**src/rtl/relay_station_monitored.sv**
```systemverilog
// Long-distance stream relay: LEVEL register stages in each direction feeding a
// first-word fall-through FIFO sized to absorb every in-flight word, plus occupancy monitors.
module relay_station_monitored #(
   parameter int DATA_WIDTH = 32,
   parameter int DEPTH      = 2,
   parameter int LEVEL      = 2,
   localparam int GRACE     = 2 * LEVEL,
   localparam int CAP       = DEPTH + GRACE,
   localparam int AW        = (CAP > 1) ? $clog2(CAP) : 1,
   localparam int CW        = $clog2(CAP + 1)
) (
   input  logic                  clk,
   input  logic                  reset,
   output logic                  if_full_n,
   input  logic                  if_write_ce,
   input  logic                  if_write,
   input  logic [DATA_WIDTH-1:0] if_din,
   output logic                  if_empty_n,
   input  logic                  if_read_ce,
   input  logic                  if_read,
   output logic [DATA_WIDTH-1:0] if_dout,
   output logic [CW-1:0]         occupancy,
   output logic [CW-1:0]         max_occupancy,
   input  logic                  clear_max,
   output logic                  overflow
);

   logic                  accept;
   logic                  push;
   logic [DATA_WIDTH-1:0] push_data;
   logic                  pop;
   logic                  ready_int;
   logic                  full;
   logic                  do_write;

   logic [DATA_WIDTH-1:0] mem [CAP];
   logic [AW-1:0]         waddr_reg;
   logic [AW-1:0]         raddr_reg;
   logic [CW-1:0]         count_reg;
   logic [CW-1:0]         count_next;
   logic [CW-1:0]         max_reg;
   logic                  overflow_reg;

   assign accept = if_write & if_write_ce & if_full_n;

   generate
      if (LEVEL == 0) begin : g_no_stage
         assign push      = accept;
         assign push_data = if_din;
         assign if_full_n = ready_int;
      end else begin : g_stage
         logic                  fwd_valid_reg [LEVEL];
         logic [DATA_WIDTH-1:0] fwd_data_reg  [LEVEL];
         logic                  bwd_ready_reg [LEVEL];

         // Valid and ready chains are cleared so no stale word or stale credit survives reset.
         always_ff @(posedge clk) begin
            if (reset) begin
               for (int i = 0; i < LEVEL; i++) begin
                  fwd_valid_reg[i] <= 1'b0;
                  bwd_ready_reg[i] <= 1'b0;
               end
            end else begin
               fwd_valid_reg[0] <= accept;
               bwd_ready_reg[0] <= ready_int;
               for (int i = 1; i < LEVEL; i++) begin
                  fwd_valid_reg[i] <= fwd_valid_reg[i-1];
                  bwd_ready_reg[i] <= bwd_ready_reg[i-1];
               end
            end
         end

         always_ff @(posedge clk) begin
            fwd_data_reg[0] <= if_din;
            for (int i = 1; i < LEVEL; i++) begin
               fwd_data_reg[i] <= fwd_data_reg[i-1];
            end
         end

         assign push      = fwd_valid_reg[LEVEL-1];
         assign push_data = fwd_data_reg[LEVEL-1];
         assign if_full_n = bwd_ready_reg[LEVEL-1];
      end
   endgenerate

   function automatic logic [AW-1:0] wrap_inc(input logic [AW-1:0] ptr);
      return (ptr == AW'(CAP - 1)) ? '0 : ptr + AW'(1);
   endfunction

   assign ready_int  = (count_reg < CW'(DEPTH));
   assign if_empty_n = (count_reg != '0);
   assign pop        = if_read & if_read_ce & if_empty_n;
   assign full       = (count_reg == CW'(CAP));
   // When full, a push can only land in the slot being vacated by a simultaneous pop.
   assign do_write   = push & (~full | pop);

   always_comb begin
      count_next = count_reg;
      if (do_write && !pop) begin
         count_next = count_reg + CW'(1);
      end else if (pop && !do_write) begin
         count_next = count_reg - CW'(1);
      end
   end

   always_ff @(posedge clk) begin
      if (reset) begin
         waddr_reg    <= '0;
         raddr_reg    <= '0;
         count_reg    <= '0;
         max_reg      <= '0;
         overflow_reg <= 1'b0;
      end else begin
         if (do_write) begin
            waddr_reg <= wrap_inc(waddr_reg);
         end
         if (pop) begin
            raddr_reg <= wrap_inc(raddr_reg);
         end
         count_reg <= count_next;
         if (push && !pop && full) begin
            overflow_reg <= 1'b1;
         end
         if (clear_max) begin
            max_reg <= '0;
         end else if (count_next > max_reg) begin
            max_reg <= count_next;
         end
      end
   end

   always_ff @(posedge clk) begin
      if (do_write) begin
         mem[waddr_reg] <= push_data;
      end
   end

   assign if_dout       = mem[raddr_reg];
   assign occupancy     = count_reg;
   assign max_occupancy = max_reg;
   assign overflow      = overflow_reg;

endmodule

```
**config.mk**
```make
export PLATFORM = sky130hd
export DESIGN_NAME = relay_station_monitored
export DESIGN_NICKNAME = d
export VERILOG_FILES = /design/src/rtl/relay_station_monitored.sv
export SDC_FILE = /design/constraint.sdc
export NUM_CORES = 1
export LEC_CHECK = 0
export ABC_AREA = 1
export ABC_CLOCK_PERIOD_IN_PS = 6600
export BUFFER_PORTS_ARGS = -buffer_cell sky130_fd_sc_hd__buf_2
export CORE_ASPECT_RATIO = 1.75
export CORE_MARGIN = 8
export CORE_UTILIZATION = 58
export CTS_BUF_LIST = sky130_fd_sc_hd__clkbuf_8
export CTS_CLUSTER_SIZE = 40
export DETAILED_ROUTE_END_ITERATION = 10
export PLACE_DENSITY = 0.77
export SLEW_MARGIN = 20
export SYNTH_ARGS = -nofsm -noshare
export SYNTH_HDL_FRONTEND = slang
export SYNTH_SLANG_ARGS = --single-unit
```
**constraint.sdc**
```tcl
create_clock -name clk -period 6.6 [get_ports clk]
set_input_delay 0.99 -clock clk [delete_from_list [all_inputs] [get_ports clk]]
set_output_delay 0.99 -clock clk [all_outputs]
set_load 0.05 [all_outputs]
```
==> run summary, run 1 <==
Post-DRT Antenna Nets = 0
Congestion Overflow GR = 0
largest net degree at the start of global routing = 98
mux contribution to synthesized area = 0%
Cell variety after synth = 30
first drt pass iteration count = 5
RSZ-0062 raised after global routing = false
Die X = 114 um
post-cts resize count = 0
# Post-CTS Setup Buffers = 0
Max-Cap Viols = 0
Final setup viols = 0
first-pass GRT wire length = 30000 um
P&R area growth vs syn = 13.3%
Final Skew = 0.0169 ns
syn avg cell area = 13.0 um^2
die area = 21200 um^2
Clock Latency Late Sink = 0.51 ns
Final Core Density = 66.9%
area share of fa/ha/maj cells after synthesis = 0.906%
vias in the first global route = 6151
top-level I/O count = 80
post-synthesis xor/xnor area fraction = 0.0906%
CTS Sinks = 276
final wirelength = 18500 um
Crit Path Category = reg2out
Avg WL per Cell = 17.1 um
final worst path period need = 4.37 ns
status = finished clean
Critical Path RT = 5.61 ns
fmax = 229 MHz
PwrDens = 298 nW/um^2
Ant. Diodes = 0
CTS tree = done
Mapped Area = 9670 um^2
Final period util = 66.2%
root buffer cell = clkbuf_8
Port Buffers = 79
crit-path max FO = 97
ratio of cells with drive above 1 in the final layout = 19.5%
Slew @ Worst Pin = 1.09 ns
via/cell ratio = 5.40
Largest register FFs = 192
Final Hold Viols = 0
FF+latch count, synth = 276
H-tree depth = 2
total CTS buffers = 37
Synth Instances = 744
antenna violations before repair = 0
Pleak = 0.00419 uW
Slew Viols, Final = 0
DRT iter0 DRCs = 350
commonest non-fill, non-tap cells in the layout = 192 x edfxtp_1, 182 x nand2_1, 81 x dfxtp_1
Simple-Gate Fraction of Synth Area = 12.8%
part of the Yosys area used for sequential elements = 77.0%
GR Util All Layers = 17.7%
clk buf depth = 3
Worst Setup End Kind = output port
starting density of the core = 59.1%
gpl congestion = 0.768
clk slew on worst S/H paths = 0.07 ns
CP arrival = 3.38 ns
final setup TNS = 0 ns
Max rail drop VDD = 0.178 mV
core footprint = 16400 um^2
chip height = 187 um
area fraction in compound gates after synthesis = 6.30%
hold buffer count at CTS = 0
DP Wirelength = 10500 um
commonest non-fill, non-tap cell in the layout = edfxtp_1
# rows = 62
largest family of logic cells by synthesized area = simple AND/OR/NAND/NOR gates
slew margin rel. = 27.0%
Final #Nets = 878
Residual DRC = 0
Synthesized Nets = 790
Hold Crit Class = reg2reg
Warnings, synthesis = 0
type of element launching the critical path = flip-flop
vias = 5858
[power by group]
group | switching [uW] | total [uW] | internal [uW] | leakage (uW)
clock network | 585 | 1190 | 609 | 0.000402
registers | 27.4 | 1910 | 1880 | 0.00243
logic | 114 | 165 | 51.3 | 0.00135
total | 727 | 3270 | 2540 | 0.00419
[logic make-up after synthesis]
| logic type | after synthesis |
|---|---|
| flip-flops | 276 |
| AO/OA/AOI/OAI | 110 |
| XOR/XNOR | 1 |
| adder cells (fa/ha/maj) | 7 |
| AND/OR/NAND/NOR | 288 |
| buffers and inverters | 62 |
[stage by stage]
step	cell area (um^2)	power (uW)	setup slack, ns	hold slack, ns	cells
2_1_floorplan	9670	2060	1.71	0.310	744
6_report	10900	3270	2.23	0.322	1085
3_5_place_dp	10200	2110	2.81	0.312	1017
5_1_grt	10900	3390	2.03	0.332	1085
4_1_cts	10900	3290	2.28	0.324	1085
3_3_place_gp	10200	2100	2.98	0.310	1017
[cells in the mapped netlist]
master	count	share of area [%]
o21ai_0	34	1.8
a21oi_1	41	2.1
inv_1	20	0.78
or2_2	1	0.065
nor4_1	3	0.19
inv_2	5	0.19
edfxtp_1	192	60
a21oi_2	2	0.18
nand4_1	1	0.065
dfxtp_1	84	17
nor3_1	1	0.052
clkbuf_2	1	0.052
nor2_2	4	0.26
clkbuf_1	12	0.47
nand3_4	2	0.36
nor2_1	42	1.6
nand2_1	182	7.1
clkinv_2	1	0.052
nor2_4	1	0.12
o21ai_4	1	0.17
ha_1	7	0.91
xor2_1	1	0.091
nand3_1	44	2.3
o22ai_1	32	2.1
buf_1	2	0.078
nand3_2	3	0.31
nand2_2	2	0.13
buf_2	14	0.72
nand2_4	2	0.23
buf_4	7	0.54
[worst max-delay path: stages (launching register included)]
cell and delay, ns:
dfxtp_4 0.96, inv_2 0.59, buf_4 0.47, nand2_1 0.13
nand3_1 0.09, nand2_1 0.13, o22ai_1 0.10, buf_2 0.28
[per-layer routing]
layer | part of all wire [%] | vias up | GRT usage [%]
met4 | 2.2 | 0 | 7.47
met2 | 55 | 197 | 32.2
li1 | - | 2788 | -
met3 | 5.9 | 38 | 4.11
met1 | 37 | 2835 | 18.9
met5 | 0 | - | 0
[final timing paths]
check	from	end	slack, ns	cells past startpoint
worst min register to register	g_stage.fwd_data_reg[0][6]	g_stage.fwd_data_reg[0][38]	0.32	0
worst max-delay path	flip-flop	if_dout[15]	2.23	7
worst min-delay path	g_stage.fwd_data_reg[0][6]	g_stage.fwd_data_reg[0][38]	0.32	0
worst max register to register	occupancy[0]	max_occupancy[0]	4.23	16
[area by class of cell]
| cell class | count | area [um^2] |
|---|---|---|
| clock buffer | 44 | 606 |
| inverter | 26 | 98.8 |
| fill | 1115 | 5420 |
| sequential | 276 | 7450 |
| tap | 224 | 280 |
| multi-input combinational | 406 | 1970 |
| timing repair buffer | 85 | 440 |
| clock inverter | 24 | 103 |
No activity file was read; power rests on OpenSTA's default activity.
==> run 2, diff against run 1 <==
Settings changed: ABC_CLOCK_PERIOD_IN_PS 6600 to 3800, CORE_UTILIZATION 58 to 55, PLACE_DENSITY 0.77 to 0.76.
Clock period 6.6 ns to 3.8 ns, I/O delays scaled along.
==> run 2 against run 1 <==
Net effect: wire length shrank 4.1%; highest routed layer unchanged; die area grew 4.8%; critical path depth shrank 1; setup slack lost 1.6 ns.
==> run summary, run 2 (synthesized netlist as in run 1, its figures left out) <==
status = finished clean
Max-Cap Viols = 0 (unchanged)
Congestion Overflow GR = 0 (unchanged)
commonest non-fill, non-tap cell in the layout = edfxtp_1
CTS tree = done
Slew Viols, Final = 0 (unchanged)
P&R area growth vs syn = 14.8%
Clock Latency Late Sink = 0.52 ns (about the same)
Residual DRC = 0 (unchanged)
ratio of cells with drive above 1 in the final layout = 20.4% (+0.90 points)
Worst Setup End Kind = output port
GR Layer Usage met1 = 17.5% (-1.5 points)
final wirelength = 17800 um (-4.1%)
clk buf depth = 3 (unchanged)
type of element launching the critical path = flip-flop
Crit path top cell by count = nand2_1
Critical Path RT = 3.23 ns (-2.38 ns)
CTS Sinks = 276 (unchanged)
Hold Crit Class = in2reg
met3 Use GR = 3.32% (-0.78 points)
Avg WL per Cell = 16.2 um (-5.2%)
Final setup viols = 0 (unchanged)
Pleak = 0.00424 uW (+1.3%)
starting density of the core = 55.6% (-3.4 points)
Final #Nets = 884 (+0.68%)
# fillers = 1316 (+18%)
commonest non-fill, non-tap cells in the layout = 192 x edfxtp_1, 182 x nand2_1, 81 x dfxtp_1
RSZ-0062 raised after global routing = false
Final Core Density = 63.9% (-3.0 points)
H-tree depth = 2 (unchanged)
post-cts resize count = 0 (unchanged)
Port Buffers = 79 (unchanged)
first drt pass iteration count = 5 (unchanged)
via/cell ratio = 5.21 (-3.6%)
PwrDens = 532 nW/um^2 (+78%)
core footprint = 17400 um^2 (+6.2%)
Max rail drop VDD = 0.406 mV (+130%)
vias = 5717 (-2.4%)
# Post-CTS Setup Buffers = 0 (unchanged)
slew margin rel. = 42.9% (+16 points)
Slew @ Worst Pin = 0.856 ns (-0.236 ns)
GR Util All Layers = 16.4% (-1.2 points)
placed cell area = 10300 um^2 (+0.57%)
first-pass GRT wire length = 28400 um (-5.3%)
die area = 22200 um^2 (+4.8%)
vias in the first global route = 5853 (-4.8%)
DRT iter0 DRCs = 303 (-13%)
Largest register FFs = 192 (unchanged)
top-level I/O count = 80 (unchanged)
total CTS buffers = 38 (+2.7%)
final worst path period need = 3.13 ns
Ant. Diodes = 0 (unchanged)
fmax = 319 MHz
Slowest-stage cell, CP = buf_4
CP max stage delay = 0.62 ns (-0.34 ns)
DP Wirelength = 10300 um (-2.2%)
antenna violations before repair = 0 (unchanged)
Die X = 116 um (+2.3%)
cell area after layout = 11100 um^2 (+1.4%)
hold buffer count at CTS = 0 (unchanged)
# rows = 64 (+3.2%)
crit-path max FO = 69 (-29%)
CP arrival = 2.56 ns (-0.82 ns)
chip height = 191 um (+2.5%)
Final period util = 82.5%
Final Skew = 0.0330 ns (+0.0162 ns)
global route hottest layer = met2
largest net degree at the start of global routing = 70 (-29%)
Final Hold Viols = 0 (unchanged)
Crit Path Category = reg2out
root buffer cell = clkbuf_8
Cell Chain, Critical Path = buf_4 -> nand2_1 -> nand3_1 -> nand2_1 -> o22ai_1 -> buf_2
Post-DRT Antenna Nets = 0 (unchanged)
GR Util met2 = 29.8% (-2.4 points)
Hold Slack = 0.145 ns (-0.177 ns)
gpl congestion = 0.733 (-4.6%)
clk slew on worst S/H paths = 0.07 ns (about the same)
==> run 2: path summary, 6_finish.rpt <==
kind	slack [ns]	startpoint	end	cells after the start
hold / removal	0.15	if_din[22]	g_stage.fwd_data_reg[0][22]	1
setup reg to reg	1.41	occupancy[0]	mem[3][13]	7
hold reg to reg	0.32	g_stage.fwd_data_reg[0][6]	g_stage.fwd_data_reg[0][38]	0
setup / recovery	0.67	flip-flop	if_dout[27]	6
==> run 2: layout make-up <==
type / count / area, um^2 / area share [%]
Multi-Input combinational cell: 406 / 1970 / 17.7
Inverter: 26 / 98.8 / 0.891
Clock inverter: 25 / 195 / 1.76
Tap cell: 231 / 289 / 2.60
Timing Repair Buffer: 90 / 490 / 4.42
Sequential cell: 276 / 7450 / 67.2
Clock buffer: 44 / 606 / 5.46
==> run 2: per-stage QoR <==
| stage | worst slack [ns] | std cells | total power, uW | setup TNS [ns] |
|---|---|---|---|---|
| 6_report | 0.666 | 1098 | 5900 | 0 |
| 5_1_grt | 0.540 | 1098 | 6110 | 0 |
| 4_1_cts | 0.654 | 1098 | 5950 | 0 |
| 3_5_place_dp | 1.23 | 1029 | 3660 | 0 |
| 3_3_place_gp | 1.24 | 1029 | 3660 | 0 |
| 2_1_floorplan | -1.09 | 744 | 3580 | -104.27 |
==> run 2: routing by layer <==
layer  routed length, um  part of all wire (%)  up-vias
li1                    -                     -     2799
met1                6740                    38     2700
met2                9480                    53      180
met3                1040                   5.9       38
met4                 526                   3.0        0
met5                   0                     0        -
==> run 2: where the power goes <==
group | leakage [uW] | internal [uW] | switching [uW]
clock | 0.000425 | 1270 | 1030
sequential | 0.00243 | 3260 | 42.5
combinational | 0.00139 | 89.9 | 204
==> run 2: worst max-delay path: cells and delay by family, from the launching register on <==
family	cells	cell delay [ns]
buffers and inverters	2	0.95
flip-flops	1	0.53
AND/OR/NAND/NOR	3	0.30
AO/OA/AOI/OAI	1	0.23
